$ cat src/rtl/spi_frame_master.sv
// SPI mode-0 master: serialises a word MSB-first on MOSI while capturing MISO.
// Latency: frame = CLK_DIV*(2*DATA_WIDTH+2) clocks from the accepted strobe to rx_valid.
// Backpressure: none; a strobe while busy is dropped and flagged on overrun.
module spi_frame_master #(
  parameter int DATA_WIDTH = 8,
  parameter int CLK_DIV    = 4
) (
  input  logic                  clk,
  input  logic                  rst_n,
  input  logic [DATA_WIDTH-1:0] data,
  input  logic                  data_update,
  input  logic                  MISO,
  output logic                  MOSI,
  output logic                  SCLK,
  output logic                  SS,
  output logic                  busy,
  output logic [DATA_WIDTH-1:0] rx_data,
  output logic                  rx_valid,
  output logic                  overrun
);

  localparam int CW = $clog2(CLK_DIV + 1);
  localparam int BW = $clog2(DATA_WIDTH + 1);
  localparam logic [CW-1:0] TICK_AT  = CW'(CLK_DIV - 1);
  localparam logic [BW-1:0] LAST_BIT = BW'(DATA_WIDTH);

  typedef enum logic [1:0] {IDLE, SETUP, SHIFT, HOLD} state_t;

  state_t                state_q, state_d;
  logic [CW-1:0]         cnt_q, cnt_d;
  logic [BW-1:0]         bit_q, bit_d;
  logic [DATA_WIDTH-1:0] tx_q, tx_d;
  logic [DATA_WIDTH-1:0] rx_q, rx_d;
  logic [DATA_WIDTH-1:0] rx_data_d;
  logic                  sclk_d, ss_d, mosi_d, busy_d, rx_valid_d, overrun_d;
  logic                  tick, start;

  // State register.
  always_ff @(posedge clk or negedge rst_n) begin
    if (!rst_n) state_q <= IDLE;
    else        state_q <= state_d;
  end

  // Next state and next values of every registered output and datapath register.
  always_comb begin
    state_d    = state_q;
    cnt_d      = cnt_q;
    bit_d      = bit_q;
    tx_d       = tx_q;
    rx_d       = rx_q;
    rx_data_d  = rx_data;
    sclk_d     = SCLK;
    ss_d       = SS;
    mosi_d     = MOSI;
    busy_d     = busy;
    rx_valid_d = 1'b0;
    overrun_d  = 1'b0;
    tick       = (cnt_q == TICK_AT);

    // The completion edge of HOLD may accept a new frame so frames can abut.
    start = data_update && ((state_q == IDLE) || (state_q == HOLD && tick));
    if (state_q != IDLE) cnt_d = tick ? '0 : cnt_q + CW'(1);

    case (state_q)
      IDLE: cnt_d = '0;
      SETUP: begin
        if (tick) begin
          sclk_d  = 1'b1;
          rx_d    = {rx_q[DATA_WIDTH-2:0], MISO};
          bit_d   = BW'(1);
          state_d = SHIFT;
        end
      end
      SHIFT: begin
        if (tick) begin
          if (SCLK) begin
            sclk_d = 1'b0;
            if (bit_q != LAST_BIT) begin
              tx_d   = {tx_q[DATA_WIDTH-2:0], 1'b0};
              mosi_d = tx_q[DATA_WIDTH-2];
            end
          end else if (bit_q == LAST_BIT) begin
            // One further low half-period after the last fall before HOLD.
            state_d = HOLD;
          end else begin
            sclk_d = 1'b1;
            rx_d   = {rx_q[DATA_WIDTH-2:0], MISO};
            bit_d  = bit_q + BW'(1);
          end
        end
      end
      HOLD: begin
        if (tick) begin
          ss_d       = 1'b1;
          busy_d     = 1'b0;
          mosi_d     = 1'b0;
          rx_data_d  = rx_q;
          rx_valid_d = 1'b1;
          state_d    = IDLE;
        end
      end
      default: state_d = IDLE;
    endcase

    overrun_d = data_update && !start && (state_q != IDLE);

    if (start) begin
      tx_d    = data;
      ss_d    = 1'b0;
      busy_d  = 1'b1;
      mosi_d  = data[DATA_WIDTH-1];
      cnt_d   = '0;
      bit_d   = '0;
      sclk_d  = 1'b0;
      state_d = SETUP;
    end
  end

  // Datapath and output registers.
  always_ff @(posedge clk or negedge rst_n) begin
    if (!rst_n) begin
      cnt_q    <= '0;
      bit_q    <= '0;
      tx_q     <= '0;
      rx_q     <= '0;
      rx_data  <= '0;
      SCLK     <= 1'b0;
      SS       <= 1'b1;
      MOSI     <= 1'b0;
      busy     <= 1'b0;
      rx_valid <= 1'b0;
      overrun  <= 1'b0;
    end else begin
      cnt_q    <= cnt_d;
      bit_q    <= bit_d;
      tx_q     <= tx_d;
      rx_q     <= rx_d;
      rx_data  <= rx_data_d;
      SCLK     <= sclk_d;
      SS       <= ss_d;
      MOSI     <= mosi_d;
      busy     <= busy_d;
      rx_valid <= rx_valid_d;
      overrun  <= overrun_d;
    end
  end

endmodule

$ cat config.mk
export PLATFORM = sky130hd
export DESIGN_NAME = spi_frame_master
export DESIGN_NICKNAME = d
export VERILOG_FILES = /design/src/rtl/spi_frame_master.sv
export SDC_FILE = /design/constraint.sdc
export NUM_CORES = 1
export LEC_CHECK = 0
export CAP_MARGIN = 20
export CORE_MARGIN = 4
export CORE_UTILIZATION = 50
export CTS_BUF_LIST = sky130_fd_sc_hd__clkbuf_4 sky130_fd_sc_hd__clkbuf_8
export CTS_CLUSTER_DIAMETER = 40
export DETAILED_ROUTE_END_ITERATION = 16
export GPL_TIMING_DRIVEN = 1
export PLACE_DENSITY = 0.77
export SYNTH_ARGS = -nofsm -noshare
export SYNTH_HDL_FRONTEND = slang
export SYNTH_SLANG_ARGS = --single-unit
export TNS_END_PERCENT = 1
$ cat constraint.sdc
create_clock -name clk -period 1.9 [get_ports clk]
set_clock_uncertainty 0.15 [all_clocks]
set_input_delay 0.285 -clock clk [delete_from_list [all_inputs] [get_ports clk]]
set_output_delay 0.285 -clock clk [all_outputs]
set_load 0.01 [all_outputs]
==> results.cfg <==
[status]
status = complete, no violations

[power_and_ir_drop]
comb_power_share = 0.034
power-per-cell-area_nw_per_um2 = 615.9
switching_share = 0.1925
clkPwrFrac = 0.443
p_leak_nw = 1.186
irDropWorstVdd_v = 0.0004262
p_sw_uw = 301.4
finalPower_mw = 1.566
seq_power_share = 0.523
p_int_mw = 1.264

[synthesis]
syn_nets = 194
post-synth-top-area-fraction = 0.5062
ys_warn_count = 0
syn_inst = 174
ys_top_cells_by_area = dfrtp_1 (51%), nand2_1 (7.0%), ha_1 (5.5%), mux2_2 (4.9%), mux2i_1 (3.3%)
synth_common_cells = dfrtp_1 (37), nand2_1 (34), o21ai_0 (11)
synth-edff-count = 0
ys_types = 43
synth_area_um2 = 1829
syn_area_per_cell_um2 = 10.51
synthFlopType = dfrtp_1
synth.largest_area_cell = dfrtp_1
yosysSeqAreaShare = 0.5205
async_reset_ff_frac = 1.000
synth_seq_cells = 38
yosysMostFrequentCell = dfrtp_1

[sta]
fmax_mhz = 535.0
finalCritPeriodShare = 0.9838
relSlewSlack = 0.6814
setup-tns-final_ns = 0
finalHoldViolCount = 0
rsz0062_at_grt = true
setup_viol = 0
worstMarginPinSlew_ns = 0.4779
finalMaxSlewViolations = 0
fin_crit_ns = 1.869

[drt]
drt_iter0_drc = 110
ant_nets = 0
finalWirelength_mm = 4.315
routedWlPerCell_um = 15.92
drc = 0
vias = 1496
vias_per_cell = 5.520
firstDrtPassIters = 4

[die]
dieArea_um2 = 4690
core-area_um2 = 3442
die_h_um = 68.49
dieWidth_um = 68.49
ios = 26
initial_utilization = 0.5314
rows = 21

[critical_path]
cp.buffers_inverters = 1
crit_family = flip-flops
critPathArrivalTime_ns = 1.89
start_kind = register
endpoint_kind = register
required_ns = 1.92
crit_fanout = 8
slowest_stage = dfrtp_2
crit_path_max_incr_delay_ns = 0.47
path_cells = inv_2 > ha_1 > nor2b_4 > a21oi_2 > nor2_4 > mux2_2
critical_path_class = register to register

[clocking]
clock_path_buffers = 2
clock_sinks = 38
htree_levels = 2
clk_pin_slew_ns = 0.07
clock_latency_ns = 0.29
cts_inserted_buffers = 5
cts_tree = built
cts_root_buffer = clkbuf_8

[layout]
drive_gt1_frac = 0.2844
final_cells = 271
nets = 245
syn_to_final_growth_pct = 38.99
fillCellCount = 236
diodes = 0

[min_path]
hold_class = register to register

[global_routing]
antenna_found_initial = 0
grt_pass1_wl_mm = 6.851
grtUsageTotal = 0.1997
grt_max_degree = 39
grt_pass1_vias = 1506
grt_overflow = 0

[placed_design]
gp_congestion = 0.8965
hpwl_mm = 2.849
io_buffers = 25
place_inst = 259

[flow_run]
maxCapViolCount = 0
-- state kept, by name, indices dropped and copies added (netlist names) --
signal,count
state_q,2
SS,1
rx_data,8
rx_q,8
cnt_q,3
SCLK,1
MOSI,1
overrun,1
busy,1
bit_q,4
tx_q,7
rx_valid,1
-- stage by stage --
step,area (µm²),setup WS (ns),hold WS [ns],utilization
floorplan,1829,0.008801,-0.1606,-
global placement,2256,0.05301,0.2004,0.6554
detailed placement,2256,-0.1020,0.2087,0.6554
CTS,2402,0.004503,0.3013,0.6979
global route,2542,-0.02615,0.3585,0.7386
finish,2542,0.03078,0.3326,0.7386
-- power groups by stage --
stage	logic (mW)	registers (mW)	clock network, mW
6_report	0.0527	0.819	0.694
5_1_grt	0.0585	0.820	0.744
4_1_cts	0.0540	0.819	0.705
3_5_place_dp	0.0522	0.835	0
3_3_place_gp	0.0507	0.834	0
2_1_floorplan	0.00626	0.834	0
-- kinds of logic (layout without fill, tap and decap cells) --
logic type	Yosys count	count (layout)	synth area share
and+or+nand+nor	71	71	0.1956
DFF	38	38	0.5205
AOI/OAI and AO/OA	31	31	0.1129
muxes	14	14	0.08208
buffers and inverters	11	62	0.02941
adders and majority gates	8	8	0.05472
xor gates and xnor gates	1	1	0.004789
-- worst min-delay path, stage by stage (launching register included) --
cell     delay [ns]
dfrtp_1        0.35
nand2_1        0.05
nand2_1        0.05
-- path summary, 6_finish.rpt --
path / cells after the start / slack [ns] / endpoint / start
worst max-delay path: 6 / 0.03 / rx_q[3] / state_q[1]
worst min-delay path: 2 / 0.33 / rx_data[1] / rx_data[1]
worst max register to register: 6 / 0.03 / rx_q[3] / state_q[1]
worst min register to register: 2 / 0.33 / rx_data[1] / rx_data[1]
max in group asynchronous: 3 / 0.82 / SS / rst_n
min in group asynchronous: 3 / 0.41 / bit_q[0] / rst_n
-- layer usage --
layer	global-route usage	wire length, µm	up-vias
li1	-	-	709
met2	0.3111	2156	27
met4	0.09926	103	0
met1	0.2637	1921	746
met5	0	0	-
met3	0.03941	134	14
-- cells in the final DEF, fill, tap and decap left out, drive strengths merged, types with 2 or more instances in the layout --
cell type / n
a21oi: 4
a31oi: 4
and2: 3
buf: 23
clkbuf: 7
clkdlybuf4s50: 24
dfrtp: 37
ha: 8
inv: 6
mux2: 8
mux2i: 6
nand2: 35
nand2b: 2
nand3: 8
nand4: 2
nor2: 5
nor2b: 2
nor3: 5
nor3b: 3
o211ai: 2
o21ai: 12
or3: 2
-- final cells by class --
| cell class | count | area (µm²) | area share |
|---|---|---|---|
| Sequential cell | 38 | 953.4 | 0.3750 |
| Multi-Input combinational cell | 125 | 922.1 | 0.3627 |
| Timing Repair Buffer | 49 | 469.2 | 0.1845 |
| Clock buffer | 6 | 82.58 | 0.03248 |
| Tap cell | 46 | 57.56 | 0.02264 |
| Clock inverter | 1 | 30.03 | 0.01181 |
| Inverter | 6 | 27.53 | 0.01083 |
-- what timing repair did --
action | CTS | global route
hold buffers | 1 | 0
endpoints found under the setup margin | 10 | 21
buffers inserted | 1 | 2
gates cloned | 0 | 1
pin swaps | 2 | 5
endpoints found under the hold margin | 37 | 0
gates resized for setup | 4 | 29
No activity file was read; power rests on OpenSTA's default activity.
